File: src/rtl/mem_arb_pkg.sv
// Purpose: shared types and helpers for the memory-port TID arbiter.
// Latency: n/a (types and a combinational helper only).
// Backpressure: n/a.
// Struct field widths follow the package constants below; the arbiter's
// parameters default to them, so a different configuration is set here.
package mem_arb_pkg;

  localparam int unsigned NrPortsP      = 3;
  localparam int unsigned PayloadWidthP = 64;
  localparam int unsigned TidWidthP     = 2;
  localparam int unsigned OwnerWidthP   = (NrPortsP > 1) ? $clog2(NrPortsP) : 1;
  localparam int unsigned NrTidsP       = 1 << TidWidthP;

  typedef struct packed {
    logic                   busy;
    logic [OwnerWidthP-1:0] owner;
  } tid_entry_t;

  typedef struct packed {
    logic                     valid;
    logic [PayloadWidthP-1:0] payload;
    logic [TidWidthP-1:0]     tid;
  } out_reg_t;

  // Lowest-index clear bit of the busy vector; result is meaningless when all are busy.
  function automatic logic [TidWidthP-1:0] lowest_free(input logic [NrTidsP-1:0] busy);
    logic [TidWidthP-1:0] idx;
    idx = '0;
    for (int i = int'(NrTidsP) - 1; i >= 0; i--) begin
      if (!busy[i]) idx = TidWidthP'(i);
    end
    return idx;
  endfunction

endpackage

File: src/rtl/mem_arb_rr_pick.sv
// Purpose: rotate-priority picker; first valid requester at or after ptr_i (mod N).
// Latency: purely combinational.
// Backpressure: none; the caller decides whether the pick is used.
// Ports: valid_i request vector, ptr_i start index (< N), gnt_o one-hot winner,
//        idx_o winner index, any_o at least one request valid.
module mem_arb_rr_pick #(
  parameter int unsigned N    = 3,
  parameter int unsigned IdxW = 2
) (
  input  logic [N-1:0]    valid_i,
  input  logic [IdxW-1:0] ptr_i,
  output logic [N-1:0]    gnt_o,
  output logic [IdxW-1:0] idx_o,
  output logic            any_o
);

  always_comb begin
    logic [IdxW-1:0] j;
    gnt_o = '0;
    idx_o = '0;
    any_o = 1'b0;
    j     = '0;
    for (int unsigned k = 0; k < N; k++) begin
      j = IdxW'((32'(ptr_i) + k) % N);
      if (!any_o && valid_i[j]) begin
        any_o    = 1'b1;
        idx_o    = j;
        gnt_o[j] = 1'b1;
      end
    end
  end

endmodule

File: src/rtl/mem_port_tid_arbiter.sv
// Purpose: round-robin share of one memory port among NrPorts requesters with TID allocation and response routing.
// Latency: accept -> mem_req_valid_o 1 cycle; response -> rsp_valid_o same cycle (combinational).
// Backpressure: single output register drains on mem_req_ready_i; no grant when it cannot load or the TID pool is full.
// Ports: req_valid_i/req_ready_o/req_payload_i requester side; mem_req_* memory request with TID;
//        mem_rsp_valid_i/mem_rsp_tid_i responses (always accepted); rsp_valid_o one-hot owner strobe;
//        rsp_err_o unknown-TID pulse; busy_o anything outstanding.
// Optional: MEM_ARB_STALL_CNT_EN adds stall_cnt_o, a saturating count of cycles with requests but no grant.
module mem_port_tid_arbiter
  import mem_arb_pkg::*;
#(
  parameter int unsigned NrPorts      = NrPortsP,
  parameter int unsigned PayloadWidth = PayloadWidthP,
  parameter int unsigned TidWidth     = TidWidthP
) (
  input  logic                            clk_i,
  input  logic                            rst_ni,
  input  logic [NrPorts-1:0]              req_valid_i,
  output logic [NrPorts-1:0]              req_ready_o,
  input  logic [NrPorts*PayloadWidth-1:0] req_payload_i,
  output logic                            mem_req_valid_o,
  input  logic                            mem_req_ready_i,
  output logic [PayloadWidth-1:0]         mem_req_payload_o,
  output logic [TidWidth-1:0]             mem_req_tid_o,
  input  logic                            mem_rsp_valid_i,
  input  logic [TidWidth-1:0]             mem_rsp_tid_i,
  output logic [NrPorts-1:0]              rsp_valid_o,
  output logic                            rsp_err_o,
`ifdef MEM_ARB_STALL_CNT_EN
  output logic [31:0]                     stall_cnt_o,
`endif
  output logic                            busy_o
);

  localparam int unsigned NrTids = 1 << TidWidth;
  localparam int unsigned OwnW   = OwnerWidthP;

  tid_entry_t                table_q [NrTids];
  tid_entry_t                table_d [NrTids];
  out_reg_t                  out_q, out_d;
  logic [OwnW-1:0]           rr_q, rr_d;

  logic [PayloadWidth-1:0]   port_payload [NrPorts];
  logic [NrTids-1:0]         busy_vec;
  logic [NrPorts-1:0]        pick_gnt;
  logic [OwnW-1:0]           pick_idx;
  logic                      pick_any;
  logic [TidWidth-1:0]       alloc_tid;
  logic                      grant;
  logic                      rsp_hit;
  tid_entry_t                rsp_entry;

  for (genvar g = 0; g < NrPorts; g++) begin : g_unpack
    assign port_payload[g] = req_payload_i[g*PayloadWidth +: PayloadWidth];
  end

  always_comb begin
    busy_vec = '0;
    for (int i = 0; i < int'(NrTids); i++) busy_vec[i] = table_q[i].busy;
  end

  mem_arb_rr_pick #(
    .N    (NrPorts),
    .IdxW (OwnW)
  ) u_pick (
    .valid_i (req_valid_i),
    .ptr_i   (rr_q),
    .gnt_o   (pick_gnt),
    .idx_o   (pick_idx),
    .any_o   (pick_any)
  );

  // Allocation looks only at registered state, so a TID freed this cycle is not reused until the next.
  assign alloc_tid = lowest_free(busy_vec);
  assign grant     = (!out_q.valid || mem_req_ready_i) && !(&busy_vec) && pick_any;

  assign rsp_entry = table_q[mem_rsp_tid_i];
  assign rsp_hit   = mem_rsp_valid_i && rsp_entry.busy;

  assign req_ready_o       = grant ? pick_gnt : '0;
  assign rsp_valid_o       = rsp_hit ? (NrPorts'(1) << rsp_entry.owner) : '0;
  assign rsp_err_o         = mem_rsp_valid_i && !rsp_entry.busy;
  assign mem_req_valid_o   = out_q.valid;
  assign mem_req_payload_o = out_q.payload;
  assign mem_req_tid_o     = out_q.tid;
  assign busy_o            = (|busy_vec) || out_q.valid;

  always_comb begin
    table_d = table_q;
    out_d   = out_q;
    rr_d    = rr_q;
    // Freed entry was busy and the allocated one was free, so the two never collide.
    if (rsp_hit) table_d[mem_rsp_tid_i].busy = 1'b0;
    if (grant) begin
      table_d[alloc_tid] = '{busy: 1'b1, owner: pick_idx};
      out_d              = '{valid: 1'b1, payload: port_payload[pick_idx], tid: alloc_tid};
      rr_d               = (32'(pick_idx) == NrPorts - 1) ? '0 : pick_idx + 1'b1;
    end else if (mem_req_ready_i) begin
      out_d.valid = 1'b0;
    end
  end

  always_ff @(posedge clk_i or negedge rst_ni) begin
    if (!rst_ni) begin
      for (int i = 0; i < int'(NrTids); i++) table_q[i] <= '0;
      out_q <= '0;
      rr_q  <= '0;
    end else begin
      table_q <= table_d;
      out_q   <= out_d;
      rr_q    <= rr_d;
    end
  end

`ifdef MEM_ARB_STALL_CNT_EN
  logic [31:0] stall_cnt_q, stall_cnt_d;

  always_comb begin
    stall_cnt_d = stall_cnt_q;
    if ((|req_valid_i) && !grant && (stall_cnt_q != 32'hFFFF_FFFF)) stall_cnt_d = stall_cnt_q + 32'd1;
  end

  always_ff @(posedge clk_i or negedge rst_ni) begin
    if (!rst_ni) stall_cnt_q <= '0;
    else         stall_cnt_q <= stall_cnt_d;
  end

  assign stall_cnt_o = stall_cnt_q;
`endif

endmodule

File: config.mk
export PLATFORM = sky130hd
export DESIGN_NAME = mem_port_tid_arbiter
export DESIGN_NICKNAME = d
export VERILOG_FILES = /design/src/rtl/mem_arb_pkg.sv /design/src/rtl/mem_arb_rr_pick.sv /design/src/rtl/mem_port_tid_arbiter.sv
export SDC_FILE = /design/constraint.sdc
export NUM_CORES = 1
export LEC_CHECK = 0
export BUFFER_PORTS_ARGS = -buffer_cell sky130_fd_sc_hd__buf_4
export CORE_AREA = 2 2 116 129
export CTS_CLUSTER_DIAMETER = 200
export DETAILED_ROUTE_END_ITERATION = 8
export DIE_AREA = 0 0 118 131
export MAX_ROUTING_LAYER = met4
export PLACE_DENSITY = 0.85
export SYNTH_ARGS = -nofsm -noshare
export SYNTH_HDL_FRONTEND = slang
export SYNTH_SLANG_ARGS = --single-unit
File: constraint.sdc
create_clock -name clk_i -period 3.8 [get_ports clk_i]
set_clock_uncertainty 0.15 [all_clocks]
set_input_delay 0.57 -clock clk_i [delete_from_list [all_inputs] [get_ports clk_i]]
set_output_delay 0.57 -clock clk_i [all_outputs]
set_load 0.01 [all_outputs]
Word level (Yosys, flattened, before mapping)
Index checks and enable logic that the tools add are counted.
{"block": "word_totals", "reg_bits": 81, "input_bits": 201, "output_inout_bits": 75, "wordCells": 101}
{"block": "op_classes", "n_addsub": 3, "div_mod_pow": 3, "magnitude_cmp": 11, "eq_ne": 1, "shifts": 1, "n_mux": 44, "n_bitwise": 5, "reduce_logical": 21}
{"operator": "$bmux W64 S2", "count": 1}
{"operator": "$mux W64", "count": 2}
{"operator": "$mod A32 B2 Y32 const B", "count": 2}
{"operator": "$mod A2 B2 Y32 const B", "count": 1}
{"operator": "$mux W3", "count": 9}
{"operator": "$bwmux W12", "count": 2}
{"operator": "$mux W12", "count": 2}
{"operator": "$mux W2", "count": 8}
{"operator": "$demux W3 S2", "count": 2}
{"operator": "$logic_and A1 B1 Y1", "count": 11}
{"operator": "$mux W1", "count": 11}
{"operator": "$ge A3 B3 Y1 const B", "count": 3}
{"operator": "$lt A2 B3 Y1 const B", "count": 3}
{"operator": "$not A2 Y3", "count": 3}
{"operator": "$bmux W1 S2", "count": 3}
{"operator": "$bmux W3 S2", "count": 1}
{"operator": "$demux W1 S2", "count": 3}
{"operator": "$ge A2 B1 Y1 const B", "count": 3}
{"operator": "$lt A3 B1 Y1 const B", "count": 2}
{"operator": "$or A3 B3 Y3", "count": 2}
{"operator": "$logic_not A1 Y1", "count": 5}
{"operator": "$reduce_and A4 Y1", "count": 1}
{"operator": "$reduce_or A4 Y1", "count": 1}
{"operator": "$add A2 B1 Y3 const B", "count": 1}
{"operator": "6 further kinds", "count": 7}

Depth between registers and ports, before layout
Gate-level depths: netlist of run 1.
{"block": "logic_depth", "word_depth": 14, "ltp_mapped": 11, "ltp_nobuf": 7}

By module
Synthesis of run 1 repeated with hierarchy kept, for this count alone.
{"block": "hier_totals", "hier_cells": 559, "hier_area_um2": 4847.1}
{"mod": "mem_port_tid_arbiter", "instances": 1, "cells_per_inst": 506, "area_each_um2": 4499.3, "seq_area_each_um2": 2026.9}
{"mod": "mem_arb_rr_pick", "instances": 1, "cells_per_inst": 53, "area_each_um2": 347.8, "seq_area_each_um2": 0.0}

Least setup slack after synthesis of run 1
OpenSTA, ideal clock, no wires.
{"block": "synth_path", "path_type": "reg2out", "from": "register rr_q[0]", "to": "output req_ready_o[0]", "t_arrival_ns": 2.193, "t_required_ns": 3.080, "slack_ns": 0.887, "path_stages_with_launch": 12, "n_path_buf": 4, "path_cell_list": "dfrtp_1 -> inv_1 -> ha_1 -> buf_4 -> a22oi_1 -> o211ai_1 -> a21oi_2 -> buf_6 -> or2_1 -> buf_2 -> buf_2 -> a211oi_1"}
{"block": "synth_between", "elab_chain_len": 12, "word_cells_on_any_way": 40, "classes_between": "2 x add/sub; 3 x div; 6 x order compare; 19 x mux; 2 x bitwise; 8 x reduce/logical"}
{"item": "start: declaration", "line": "mem_port_tid_arbiter.sv:40", "rtl": "logic [OwnW-1:0] rr_q, rr_d;"}
{"item": "start signal: assignment", "line": "mem_port_tid_arbiter.sv:110", "rtl": "rr_q <= rr_d;"}
{"item": "branches (longest 11 deep; another with $mod A32 B2 Y32)"}
{"item": "$mux W3 *", "line": "mem_port_tid_arbiter.sv:79", "rtl": "assign req_ready_o = grant ? pick_gnt : '0;"}
{"item": "end: declaration", "line": "mem_port_tid_arbiter.sv:18", "rtl": "output logic [NrPorts-1:0] req_ready_o,"}
Mark *: on every way between the ends. The select of a mux whose other input is x is not followed.

Worst setup path after layout of run 1
Same ends and word-level chain as after synthesis.

==> impl_metrics.tcl, run 1 <==
set metrics [dict create \
    crit_arrival_ns 2.77 \
    rsz0062_at_grt "false" \
    setup_viol 0 \
    grt_pass1_wl_um 33070 \
    fp.dieH_um 131 \
    met1_length_um 8477 \
    diodes 0 \
    ys.flop_type "dfrtp_1" \
    gp_congestion 0.9187 \
    drc 0 \
    cp.required_ns 3.08 \
    synth.distinct_cells 54 \
    start_util_pct 43.96 \
    hold_violations 0 \
    drv_slew 0 \
    first_iter_violations 483 \
    dieWidth_um 118 \
    synth_area_leaders "dfrtp_1, a221oi_2, a211oi_1, o31ai_2, o21ai_0" \
    synth-seq-cells 81 \
    avgSynthCellArea_um2 9.513 \
    rows 46 \
    stdcell_area_um2 8656 \
    drv_cap 0 \
    insertion_delay_ns 0.33 \
    yosysSeqAreaShare_pct 32.43 \
    fp.dieArea_um2 15460 \
    syn_area_um2 6250 \
    min_period_ns 3.491 \
    wl_per_cell_um 19.78 \
    clk_path_buf_depth 2 \
    antenna_found_initial 0 \
    grt_max_degree 73 \
    outcome "completed" \
    crit_path_end_kind "output port" \
    p_per_area_nw_per_um2 959.3 \
    root_buffer "clkbuf_16" \
    via_count 6530 \
    tightest_slew_ns 0.9601 \
    first_pass_iters 5 \
    dr_wl_met2_um 10720 \
    ant_nets 0 \
    io_pins 276 \
    leakage_nw 3.774 \
    synth_common_cells "dfrtp_1, o21ai_0, inv_1" \
    ctsResizeCount 0 \
    relSlewSlack_pct 35.99 \
    post-cts-setup-buffer-count 0 \
    place_area_um2 8371 \
    hpwl_um 15020 \
    yosysMostFrequentCell "dfrtp_1" \
    worstPathMaxFanout 15 \
    path_class "reg2out" \
    synth_edf_count 0 \
    synth_fp_nets 862 \
    core_area_um2 14220 \
    routed_wl_um 21280 \
    fmax_mhz 286.5 \
    top_layer_used "met4" \
    fin_setup_tns_ns 0 \
    cts_tree "done" \
    ys_warn_count 0 \
    areaGrowthSynthToFinish_pct 38.50 \
    grt_pass1_vias 6373 \
    holdCritPathClass "in2async" \
    yosys.area.top_type "dfrtp_1" \
    io_buffers 275 \
    grtUsageTotal_pct 27.49 \
    cts-buffers-inserted 9 \
    nNetsFinal 1086 \
    clk_pin_slew_worst_paths_ns 0.06 \
    synth_top_area_share_pct 32.43 \
    min_period_over_period_pct 91.86 \
    grt_overflow 0 \
    routed_via_density 6.069 \
    dr_wl_met3_um 1528 \
    synthCells 657 \
    layout-drive-gt1-share_pct 48.53 \
    cts.sinks 81 \
    hold_buffers 0 \
    setup.worst_path.start_class "flip-flop" \
    peakVddDrop_uv 642.4 \
    async_flop_share_pct 100.0 \
    htreeDepth 3 \
]
==> worst max-delay path, stage by stage (launching register included) <==
cell and delay, ns:
dfrtp_1 0.41, inv_1 0.10, ha_1 0.49, nand3b_1 0.42, o21ai_4 0.25, a21oi_4 0.06, or2_4 0.28, a211oi_1 0.25
buf_4 0.18
==> where the power goes <==
group / switching [W] / total (W) / internal (W)
sequential: 0.000275 / 0.00161 / 0.00133
clock: 0.000352 / 0.000871 / 0.000519
combinational: 0.00336 / 0.00582 / 0.00246
total: 0.00399 / 0.00830 / 0.00431
==> cells by family (layout without fill, tap and decap cells) <==
group	after synthesis	in the layout	synth area share, %
compound gates	286	286	41.50
buf+inv	155	382	11.53
simple gates	113	113	9.990
flops	81	81	32.43
mux	18	18	3.744
fa+ha+maj	4	4	0.8008
==> through the flow <==
step | worst slack, ns | power [W] | hold slack (ns) | utilization (%) | std cells
floorplan | 0.8867 | 0.005697 | 0.1244 | - | 657
finish | 0.3092 | 0.008304 | 0.2303 | 60.89 | 1076
CTS | 0.2861 | 0.008277 | 0.2691 | 60.89 | 1076
global placement | 0.6318 | 0.007239 | 0.3362 | 58.88 | 1062
detailed placement | 0.5672 | 0.007397 | 0.3422 | 58.88 | 1062
global route | 0.07998 | 0.008803 | 0.3234 | 60.89 | 1076
==> state kept, by name, indices dropped and copies added, names as in the netlist <==
register and flops:
busy_vec 4, mem_req_valid_o 1, table_q 8, mem_req_tid_o 2, rr_q 2, mem_req_payload_o 64
==> final cells by class <==
type | count | area, µm²
clock buffers | 11 | 242.7
clock inverters | 3 | 42.54
fillers | 1221 | 5560
inverters | 70 | 262.8
multi-input cells | 421 | 3553
flip-flops and latches | 81 | 2027
well taps | 192 | 240.2
repair buffers | 298 | 2287
==> layer usage <==
layer / track usage (%) / vias to the layer above
met3: 4.514 / 48
met4: 9.851 / 0
li1: - / 2978
met2: 46.61 / 351
met1: 33.44 / 3153
met5: - / -
==> placed cells by master (no fill, tap or decap), types with 2 or more instances in the layout <==
master / instances
a21oi_4: 2
nor3_2: 2
nor2_1: 5
nand3b_1: 2
a221oi_2: 60
buf_12: 4
a21o_1: 2
a2bb2oi_1: 2
nor3_1: 67
nor2b_1: 3
clkbuf_16: 9
mux2i_1: 5
a211oi_1: 68
nor4_1: 2
mux2_1: 2
buf_4: 294
nor3b_1: 3
a221oi_1: 4
nand3_1: 3
dfrtp_1: 81
nand2b_1: 6
o31ai_2: 31
nand2_1: 9
inv_1: 69
mux4_2: 3
ha_1: 4
o21ai_0: 71
o31ai_1: 35
mux2_2: 7
==> path summary, 6_finish.rpt <==
| check | cells after the start | start | slack [ns] | endpoint |
|---|---|---|---|---|
| max | 8 | rr_q[0] | 0.31 | req_ready_o[0] |
| min | 1 | rst_ni | 0.23 | mem_req_payload_o[60] |
| max reg2reg | 8 | rr_q[1] | 0.55 | mem_req_payload_o[50] |
| min reg2reg | 1 | table_q[3] | 0.36 | table_q[3] |
| max in group asynchronous | 2 | rst_ni | 2.56 | table_q[7] |
| min in group clk_i | 1 | table_q[3] | 0.36 | table_q[3] |
No activity file was read; power rests on OpenSTA's default activity.
==> inputs of run 2 (changes only) <==
- SETUP_SLACK_MARGIN: default -> 0.5
==> run 2 against run 1 <==
Compared with the run above: sequential share of layout area decreased by 0.15 points; clock power hardly changed; combinational power up 1%; via count up 0.52%; utilization rose by 0.39 points; largest cell class unchanged.
==> impl_metrics.tcl, run 2 (same netlist as run 1, synthesis figures left out) <==
set metrics [dict create \
    holdCritPathClass "in2async" \
    clk_path_buf_depth 2 \
    diodes 0 \
    worstReg2RegEnd "mem_req_payload_o[37]" \
    hold_buffers 0 \
    path_class "reg2out" \
    routed_via_density 6.089 \
    first_iter_violations 484 \
    via_count 6564 \
    cp.required_ns 3.08 \
    antenna_found_initial 0 \
    dieWidth_um 118 \
    areaGrowthSynthToFinish_pct 39.38 \
    wl_per_cell_um 19.91 \
    grtUsageTotal_pct 27.50 \
    grt_overflow 0 \
    layout_commonest_cell "buf_4" \
    first_pass_iters 5 \
    layout-drive-gt1-share_pct 48.98 \
    core_area_um2 14220 \
    grt_max_degree 73 \
    fp.dieH_um 131 \
    tightest_slew_ns 0.9541 \
    hold_violations 0 \
    p_per_area_nw_per_um2 960.5 \
    nNetsFinal 1088 \
    crit_path_end_kind "output port" \
    grt_pass1_vias 6381 \
    fp.dieArea_um2 15460 \
    drc 0 \
    final_cell_mix "buf_4, dfrtp_1, o21ai_0, inv_1, a211oi_1" \
    crit_arrival_ns 2.41 \
    reg2reg_depth 8 \
    r2r_slack_ns 0.74 \
    fmax_mhz 319.3 \
    rows 46 \
    min_period_ns 3.132 \
    start_util_pct 43.96 \
    setup_viol 0 \
    io_buffers 275 \
    outcome "completed" \
    insertion_delay_ns 0.33 \
    startpoint "rr_q[0]" \
    leakage_nw 3.788 \
    worstPathMaxFanout 15 \
    setup.worst_path.start_class "flip-flop" \
    rsz0062_at_grt "false" \
    clk_pin_slew_worst_paths_ns 0.06 \
    cts.sinks 81 \
    drv_slew 0 \
    root_buffer "clkbuf_16" \
    htreeDepth 3 \
    relSlewSlack_pct 36.40 \
    grt_pass1_wl_um 33090 \
    hpwl_um 15020 \
    cts_tree "done" \
    totalPowerFinal_w 0.008367 \
    n_fill_cell 1216 \
    routed_wl_um 21460 \
    fin_setup_tns_ns 0 \
    timing.rr.start "rr_q[0]" \
    peakVddDrop_uv 646.1 \
    cts-buffers-inserted 9 \
    gp_congestion 0.9187 \
    crit_path_end "req_ready_o[2]" \
    ant_nets 0 \
    io_pins 276 \
    drv_cap 0 \
    largest_reg_flops 64 \
    min_period_over_period_pct 82.41 \
]
## run 2: changes by cell type in the layout (fill, tap and decap cells not counted), sizes merged
cell / change
buf: +2
## run 2: stage by stage
stage | instances | area (µm²) | hold WS [ns] | setup WS [ns] | util [%]
final | 1078 | 8711 | 0.2331 | 0.6684 | 61.27
after global routing | 1078 | 8711 | 0.3234 | 0.5194 | 61.27
after CTS | 1078 | 8676 | 0.2691 | 0.5609 | 61.03
after detailed placement | 1062 | 8371 | 0.3422 | 0.5672 | 58.88
after global placement | 1062 | 8371 | 0.3362 | 0.6318 | 58.88
after floorplan | 657 | 6250 | 0.1244 | 0.8867 | -
## run 2: report_power, final
group | switching (W) | internal (W) | total (W)
clock network | 0.000352 | 0.000519 | 0.000872
logic | 0.00337 | 0.00251 | 0.00588
registers | 0.000280 | 0.00133 | 0.00161
## run 2: worst min-delay path by stage
stage / slack, ns / from / cells past startpoint / end
2_1_floorplan: 0.12 / rst_ni / 0 / busy_vec[0]
3_3_place_gp: 0.34 / table_q[4] / 1 / table_q[4]
3_5_place_dp: 0.34 / table_q[4] / 1 / table_q[4]
4_1_cts: 0.27 / rst_ni / 1 / mem_req_payload_o[60]
5_1_grt: 0.32 / rst_ni / 1 / mem_req_payload_o[60]
6_report: 0.23 / rst_ni / 1 / mem_req_payload_o[60]
## run 2: worst max-delay path, cell delays in order (launching register included)
cell and delay, ns:
dfrtp_1 0.42, inv_1 0.12, ha_4 0.23, nand2b_1 0.20, a2111o_1 0.48, and4_4 0.26, nor3_1 0.19, buf_4 0.17
## run 2: layout make-up
type	count	area, µm²	area share, %
Multi-Input combinational cell	421	3593	41.25
Clock inverter	3	42.54	0.4884
Sequential cell	81	2027	23.27
Tap cell	192	240.2	2.758
Clock buffer	11	242.7	2.787
Timing Repair Buffer	300	2302	26.43
Inverter	70	262.8	3.016
## run 2: routing by layer
layer | GRT usage (%) | vias up | share of wire (%)
li1 | - | 2983 | -
met1 | 33.44 | 3170 | 39
met2 | 46.65 | 364 | 50
met3 | 4.514 | 47 | 7.8
met4 | 9.851 | 0 | 2.5
met5 | - | - | 0
## run 2: what timing repair did
item                       4_1_cts  5_1_grt
resized for setup                2        5
pin swaps                        1        0
setup endpoints to repair        3        3
buffers inserted                 2        0
hold endpoints to repair         0        0
==> inputs of run 3 (changes only) <==
- clock period: 3.8 -> 3.1 ns (I/O delays scaled with it)
==> run 3 against run 2 <==
Compared with the run above: worst setup slack lost 0.42 ns; critical path depth rose by 1; total power grew 49%; via count up 6.4%; final area up 14%; non-clock buffer count grew 51; clock power grew 7.3%; sequential cell count unchanged; combinational power grew 62%; die area is the same; global-route usage up 1.9 points; largest power group unchanged.
==> impl_metrics.tcl, run 3 (same netlist as run 1, synthesis figures left out) <==
set metrics [dict create \
    outcome "completed" \
    gp_congestion 0.9209 \
    diodes 0 \
    grtUsageTotal_pct 29.35 \
    final_cell_mix "buf_4, dfrtp_1, o21ai_0, inv_1, nor3_1" \
    cts_tree "done" \
    fin_util_pct 69.67 \
    min_period_over_period_pct 91.93 \
    crit_arrival_ns 2.23 \
    layoutNonFillerInstCount 1128 \
    core_area_um2 14220 \
    holdCritPathClass "in2async" \
    hold_slack_ns 0.009041 \
    setup_viol 0 \
    n_fill_cell 1066 \
    grt_pass1_vias 6759 \
    tightest_slew_ns 0.6813 \
    cp_slowest_cell "dfrtp_2" \
    fin_setup_tns_ns 0 \
    grt_pass1_wl_um 35100 \
    io_pins 276 \
    largest_reg_flops 64 \
    hold_violations 0 \
    rows 46 \
    ant_nets 0 \
    fp.dieH_um 131 \
    peakVddDrop_uv 649.4 \
    rsz0062_at_grt "true" \
    cpLargestDelayFamily "flip-flops" \
    first_pass_iters 5 \
    via_count 6985 \
    cp.required_ns 2.48 \
    drv_cap 0 \
    io_buffers 275 \
    fp.dieArea_um2 15460 \
    register_area_um2 2029 \
    cts-buffers-inserted 9 \
    first_iter_violations 609 \
    drc 0 \
    areaGrowthSynthToFinish_pct 58.48 \
    place_area_um2 8498 \
    crit_path_end_kind "output port" \
    crit_chain "inv_4 -> ha_4 -> mux2i_2 -> nand4_1 -> o21ai_2 -> nand2_1 -> a211oi_4 -> buf_4" \
    use_met1_pct 33.91 \
    crit_buf_inv 2 \
    hpwl_um 14810 \
    cts.sinks 81 \
    antenna_found_initial 0 \
    stdcell_area_um2 9905 \
    routed_wl_um 25660 \
    p_per_area_nw_per_um2 1257 \
    drv_slew 0 \
    use_met2_pct 50.34 \
    met3_usage_pct 4.688 \
    fmax_mhz 350.9 \
    path_class "reg2out" \
    layout_commonest_cell "buf_4" \
    dp_cells 1063 \
    clk_pin_slew_worst_paths_ns 0.06 \
    layout-drive-gt1-share_pct 57.69 \
    worstPathMaxFanout 7 \
    root_buffer "clkbuf_16" \
    relSlewSlack_pct 54.58 \
    leakage_nw 4.289 \
    routed_via_density 6.192 \
    start_util_pct 43.96 \
    grt_overflow 0 \
    dieWidth_um 118 \
    insertion_delay_ns 0.34 \
    htreeDepth 3 \
    multi_input_area_um2 4076 \
    wl_per_cell_um 22.75 \
    gr-max-usage-layer "met2" \
    nNetsFinal 1140 \
    critPathMaxStageDelay_ns 0.45 \
    min_period_ns 2.850 \
    clk_path_buf_depth 2 \
    setup.worst_path.start_class "flip-flop" \
    grt_max_degree 68 \
]
## run 3: cell count changes in the layout (fill, tap and decap cells not counted), sizes merged
cell      change
a21o          +1
buf          +44
bufbuf        +1
bufinv        -1
clkbuf        +5
clkinv        +1
clkinvlp      -1
## run 3: per-stage QoR
stage,power (W),setup slack (ns)
after floorplan,0.007208,0.4929
after global placement,0.009137,0.2862
after detailed placement,0.009298,0.1689
after CTS,0.01071,0.2546
after global routing,0.01307,0.1506
final,0.01245,0.2502
## run 3: timing repair
item                       CTS  global route
resized for setup           20            93
hold buffers                 0             0
pin swaps                   12            37
gates cloned                 2            10
setup endpoints to repair   75            75
buffers inserted            18            23
## run 3: layer usage
| metal | wire length [µm] | vias to the layer above |
|---|---|---|
| li1 | - | 3087 |
| met3 | 1928 | 89 |
| met5 | 0 | - |
| met2 | 12820 | 412 |
| met4 | 1179 | 0 |
| met1 | 9734 | 3397 |
## run 3: power breakdown
| part | internal, W | switching (W) | total, W | leakage, nW |
|---|---|---|---|---|
| clock | 0.000522 | 0.000414 | 0.000936 | 0.120 |
| sequential | 0.00164 | 0.000374 | 0.00201 | 0.983 |
| combinational | 0.00443 | 0.00507 | 0.00950 | 3.19 |
| total | 0.00659 | 0.00586 | 0.0124 | 4.29 |
## run 3: cell type report
cell class | count | share of cell area (%)
flip-flops and latches | 81 | 20.49
clock buffers | 10 | 2.312
inverters | 70 | 2.729
clock inverters | 2 | 0.1011
well taps | 192 | 2.425
repair buffers | 351 | 30.79
multi-input cells | 422 | 41.16
## run 3: final timing paths
check / startpoint / endpoint / slack, ns / cells past startpoint
max in group asynchronous: rst_ni / mem_req_payload_o[40] / 2.15 / 2
worst max-delay path: rr_q[1] / req_ready_o[1] / 0.25 / 8
worst max register to register: rr_q[1] / mem_req_payload_o[26] / 0.46 / 9
worst min register to register: table_q[10] / table_q[10] / 0.37 / 1
worst min-delay path: rst_ni / mem_req_payload_o[59] / 0.009 / 1
min in group clk_i: req_payload_i[164] / mem_req_payload_o[36] / 0.29 / 3
